## config.mk

```make
export PLATFORM = sky130hd
export DESIGN_NAME = ram_stream_fifo_ctrl
export DESIGN_NICKNAME = d
export VERILOG_FILES = /design/src/rtl/ram_fifo_pkg.sv /design/src/rtl/ram_port_arb.sv /design/src/rtl/ram_stream_fifo_ctrl.sv
export SDC_FILE = /design/constraint.sdc
export NUM_CORES = 1
export LEC_CHECK = 0
export BUFFER_PORTS_ARGS = -buffer_cell sky130_fd_sc_hd__buf_2
export CAP_MARGIN = 20
export CORE_ASPECT_RATIO = 0.6
export CORE_MARGIN = 5
export CORE_UTILIZATION = 55
export DETAILED_ROUTE_END_ITERATION = 7
export PLACE_DENSITY = 0.84
export SYNTH_ARGS = -nofsm -noshare
export SYNTH_HDL_FRONTEND = slang
export SYNTH_HIERARCHICAL = 1
export SYNTH_SLANG_ARGS = --single-unit
```

## constraint.sdc

```tcl
create_clock -name clk -period 9.74 [get_ports clk]
set_clock_uncertainty 0.15 [all_clocks]
set_input_delay 0.974 -clock clk [delete_from_list [all_inputs] [get_ports clk]]
set_output_delay 0.974 -clock clk [all_outputs]
set_load 0.02 [all_outputs]
```

## src/rtl/ram_fifo_pkg.sv

```systemverilog
// Shared constants and RAM-port op encoding for the RAM-backed streaming FIFO.
package ram_fifo_pkg;

    localparam int ADDR_W_DEF = 6;
    localparam int DATA_W_DEF = 8;
    localparam int DEPTH_DEF  = 2 ** ADDR_W_DEF;

    // Entries of headroom below full at which almost_full asserts
    localparam int AF_MARGIN = 4;

    typedef enum logic [1:0] {
        OP_IDLE = 2'd0,
        OP_WR   = 2'd1,
        OP_RD   = 2'd2
    } ram_op_e;

endpackage

```

## src/rtl/ram_port_arb.sv

```systemverilog
// Single RAM port arbiter: picks write, read or idle each cycle and derives s_ready.
module ram_port_arb
    import ram_fifo_pkg::*;
(
    input  logic    s_valid,
    input  logic    wr_room,
    input  logic    rd_elig,
    input  logic    prio,
    input  logic    flush,
    output ram_op_e op,
    output logic    s_ready
);

    // A pending read with read priority steals the port, so s_ready never looks at s_valid
    assign s_ready = wr_room && !flush && !(rd_elig && prio);

    always_comb begin
        op = OP_IDLE;
        if (s_valid && s_ready)
            op = OP_WR;
        else if (rd_elig && !flush)
            op = OP_RD;
    end

endmodule

```

## src/rtl/ram_stream_fifo_ctrl.sv

```systemverilog
// Streaming FIFO controller over a 64x8 single-port RAM with a registered output stage.
// Optional RAM_STREAM_FIFO_LEVEL_EN adds level and almost_full status outputs.
module ram_stream_fifo_ctrl
    import ram_fifo_pkg::*;
#(
    parameter int ADDR_W = ADDR_W_DEF,
    parameter int DATA_W = DATA_W_DEF
) (
    input  logic              clk,
    input  logic              rst_n,
    input  logic              flush,
    input  logic              s_valid,
    output logic              s_ready,
    input  logic [DATA_W-1:0] s_data,
    output logic              m_valid,
    input  logic              m_ready,
    output logic [DATA_W-1:0] m_data,
    output logic              ram_we,
    output logic [ADDR_W-1:0] ram_addr,
    output logic [DATA_W-1:0] ram_din,
`ifdef RAM_STREAM_FIFO_LEVEL_EN
    output logic [ADDR_W:0]   level,
    output logic              almost_full,
`endif
    input  logic [DATA_W-1:0] ram_dout
);

    localparam int              DEPTH    = 2 ** ADDR_W;
    localparam logic [ADDR_W:0] FULL_CNT = (ADDR_W+1)'(DEPTH);

    logic [ADDR_W-1:0] wr_ptr, rd_ptr;
    logic [ADDR_W:0]   count;
    logic              prio;
    logic              rd_elig, wr_room;
    ram_op_e           op;

    assign rd_elig = (count != '0) && (!m_valid || m_ready);
    assign wr_room = (count != FULL_CNT);

    ram_port_arb u_arb (
        .s_valid (s_valid),
        .wr_room (wr_room),
        .rd_elig (rd_elig),
        .prio    (prio),
        .flush   (flush),
        .op      (op),
        .s_ready (s_ready)
    );

    assign ram_we   = (op == OP_WR);
    assign ram_addr = (op == OP_WR) ? wr_ptr : rd_ptr;
    assign ram_din  = s_data;

    always_ff @(posedge clk or negedge rst_n) begin
        if (!rst_n) begin
            wr_ptr  <= '0;
            rd_ptr  <= '0;
            count   <= '0;
            m_valid <= 1'b0;
            m_data  <= '0;
            prio    <= 1'b0;
        end else if (flush) begin
            // Output byte is dropped even if it is being accepted this cycle
            wr_ptr  <= '0;
            rd_ptr  <= '0;
            count   <= '0;
            m_valid <= 1'b0;
            prio    <= 1'b0;
        end else begin
            case (op)
                OP_WR: begin
                    wr_ptr <= wr_ptr + 1'b1;
                    count  <= count + 1'b1;
                    prio   <= 1'b1;
                    if (m_valid && m_ready)
                        m_valid <= 1'b0;
                end
                OP_RD: begin
                    m_data  <= ram_dout;
                    m_valid <= 1'b1;
                    rd_ptr  <= rd_ptr + 1'b1;
                    count   <= count - 1'b1;
                    prio    <= 1'b0;
                end
                default: begin
                    if (m_valid && m_ready)
                        m_valid <= 1'b0;
                end
            endcase
        end
    end

`ifdef RAM_STREAM_FIFO_LEVEL_EN
    localparam logic [ADDR_W:0] AF_THRESH = (ADDR_W+1)'(DEPTH - AF_MARGIN);

    assign level       = count + {{ADDR_W{1'b0}}, m_valid};
    assign almost_full = (count >= AF_THRESH);
`endif

endmodule

```

==> impl_results.md <==
* HP Start: m_data[6]
* Largest stage delay, worst path at 0.55 ns
* Outcome: finished clean
* Critical Path RT at 8.62 ns
* Die W at 79.34 um
* Arrival @ worst endpoint at 3.18 ns
* Routed WL at 3.272 mm
* Synthesized area at 1587 um^2
* Die Ht at 51.60 um
* DR WL/cell at 14.74 um
* Clk sinks at 29
* Post-DP HPWL at 2.329 mm
* Share of post-route cells with drive strength above 1 at 26.60%
* Worst setup EP type: output pin
* Initial Util at 56.36%
* TritonCTS clock tree: built
* Worst reg2reg endpoint: count[6]
* Syn. warnings at 6
* Hold path depth at 1
* # IOs at 46
* Vias in the first global route at 1,148
* H-tree depth at 2
* Period utilization at 44.14%
* Post-CTS Setup Inserts at 0
* Setup violators final at 0
* Reg2Reg Depth at 10
* Relative slew margins at 57.41%
* Cell Rows at 15
* Post-Synthesis Cells at 165
* Critical Path Fanout Max at 19
* N_diodes at 0
* # resized after CTS at 0
* Tmin final at 4.299 ns
* Kind of critical path: reg2out
* Clk_lat worst skew at 0.28 ns
* Sequential fraction of the synthesis area at 45.74%
* PD cells at 292.6 nW/um^2
* Routed Antenna Nets at 0
* R2r setup slk at 5.76 ns
* Setup TNS Final at 0 ns
* Vias post-DR at 1,206
* Remaining routing DRC violations at 0
* Pwr Total at 517.0 uW
* RSZ-0062 raised after global routing: false
* Reg clk slew, reported paths at 0.06 ns
* CTS buffer count at 5
* First-pass GRT wire length at 5.464 mm
* Grt ovf at 0
* Die footprint at 4094 um^2
* Worst hold-check slack at 0.3581 ns
* First-pass DRT Iterations at 5
* Min-delay worst type: reg2reg
* CP Cell Sequence: or4_4, or2_4, o31a_1, a2111oi_2, nand2b_1, inv_2, nand2_1, nand2_1, buf_2
* R2r startpoint: count[4]
* Post-DR vias/cell at 5.432
* Largest net degree at the start of global routing at 30
* VDD IR max at 0.1385 mV
* Post-synth cell types at 38
* Synth Net Count at 190
* Worst-Margin Slew at 0.6389 ns
* Highest Clock Rate at 0.2326 GHz
* Worst setup SP type: flip-flop
* Crit-path slowest cell: or4_4
* Final Hold Viols at 0
* Avg Inst Size Synth at 9.615 um^2
* Hold EP: m_data[6]
* Most used cell, CP: nand2_1
* GRT Total Usage at 17.65%
* Most frequent cells in the layout: nand2_1, dfrtp_1, buf_2
* Fin nets at 212
* Count of input and output buffers at 29
* Initial antenna violation count at 0
* Flops & latches, synth at 29
* Routability Congestion at 0.8202
* Commonest non-fill, non-tap cell in the layout: nand2_1
* Total core area at 2815 um^2
* Max Cap Violations at 0
* P_leak at 0.8845 nW
* CTS Root Cell: clkbuf_8
* Starting DRT DRC Count at 108
* CTS max path bufs at 2
* Hold_buf cts at 0
* Max-slew violations at 0
* P&R area growth vs syn at 11.36%
-- layer usage --
metal	vias to the layer above	share of wire (%)	track usage [%]	routed length, um
li1	590	-	-	-
met1	576	46	23.37	1491
met2	30	48	26.96	1583
met3	10	4.9	6.055	161
met4	0	1.1	6.571	35
met5	-	0	0	0
-- registers in the layout, indices dropped and copies added (netlist names) --
signal and flops:
m_valid 1, wr_ptr 6, count 7, m_data 8, rd_ptr 6, prio 1
-- cell families after synthesis --
group	synth area share [%]
and+or+nand+nor	19.72
muxes	6.625
xor gates and xnor gates	9.385
buffers and inverters	6.940
AOI/OAI and AO/OA	8.438
DFF	45.74
adders and majority gates	3.155
-- report_power, final --
part | leakage, nW | internal [mW] | switching, mW | total [mW]
registers | 0.384 | 0.155 | 0.0319 | 0.187
logic | 0.461 | 0.108 | 0.129 | 0.237
clock network | 0.0395 | 0.0506 | 0.0421 | 0.0927
total | 0.885 | 0.314 | 0.203 | 0.517
-- worst max-delay path, delay by kind of cell, from the launching register on --
family	cells	cell delay, ns
AND/OR/NAND/NOR	5	1.29
AO/OA/AOI/OAI	2	0.69
buffers and inverters	2	0.51
flip-flops	1	0.41
-- layout make-up --
type	instances	area, um^2
repair buffers	29	145.1
fillers	218	1049
flip-flops and latches	29	725.7
well taps	34	42.54
inverters	6	22.52
clock buffers	8	80.08
multi-input cells	116	750.7
-- cells in the mapped netlist (all sizes together) --
cell type | n | share of area (%)
inv | 6 | 1.4
or2 | 1 | 0.55
o21ai | 2 | 0.87
or4 | 1 | 0.71
xor2 | 8 | 4.4
nor3 | 1 | 0.32
mux2 | 9 | 6.6
nand3b | 1 | 0.47
ha | 4 | 3.2
a21oi | 5 | 1.6
a2111oi | 1 | 0.95
or3 | 2 | 0.79
nand2 | 31 | 7.3
and3 | 2 | 0.79
nand4 | 4 | 1.6
nand3 | 1 | 0.32
dfrtp | 29 | 46
o31ai | 2 | 0.95
o31a | 1 | 0.55
o22ai | 1 | 0.39
buf | 13 | 5.3
a221oi | 2 | 1.5
o32ai | 1 | 0.55
clkbuf | 1 | 0.24
nor2 | 20 | 4.9
nand2b | 3 | 1.2
and2 | 1 | 0.39
xnor2 | 9 | 5.0
nor2b | 1 | 0.39
o311a | 1 | 0.63
a211oi | 1 | 0.47
-- stage by stage --
stage               setup WS, ns  area, um^2  cells  utilization (%)
finish                     5.441        1767    222            62.76
global route               5.226        1767    222            62.76
detailed placement         5.757        1687    214            59.91
global placement           5.827        1687    214            59.91
CTS                        5.456        1767    222            62.76
floorplan                  5.951        1587    165                -
-- worst max-delay path by stage --
stage                         from          end
final                     count[4]  ram_addr[0]
after global routing      count[4]  ram_addr[4]
after CTS                 count[4]  ram_addr[0]
after detailed placement  count[4]  ram_addr[0]
after global placement    count[4]  ram_addr[0]
after floorplan           count[4]  ram_addr[0]
Note: power is estimated with default switching activity, not from simulation.
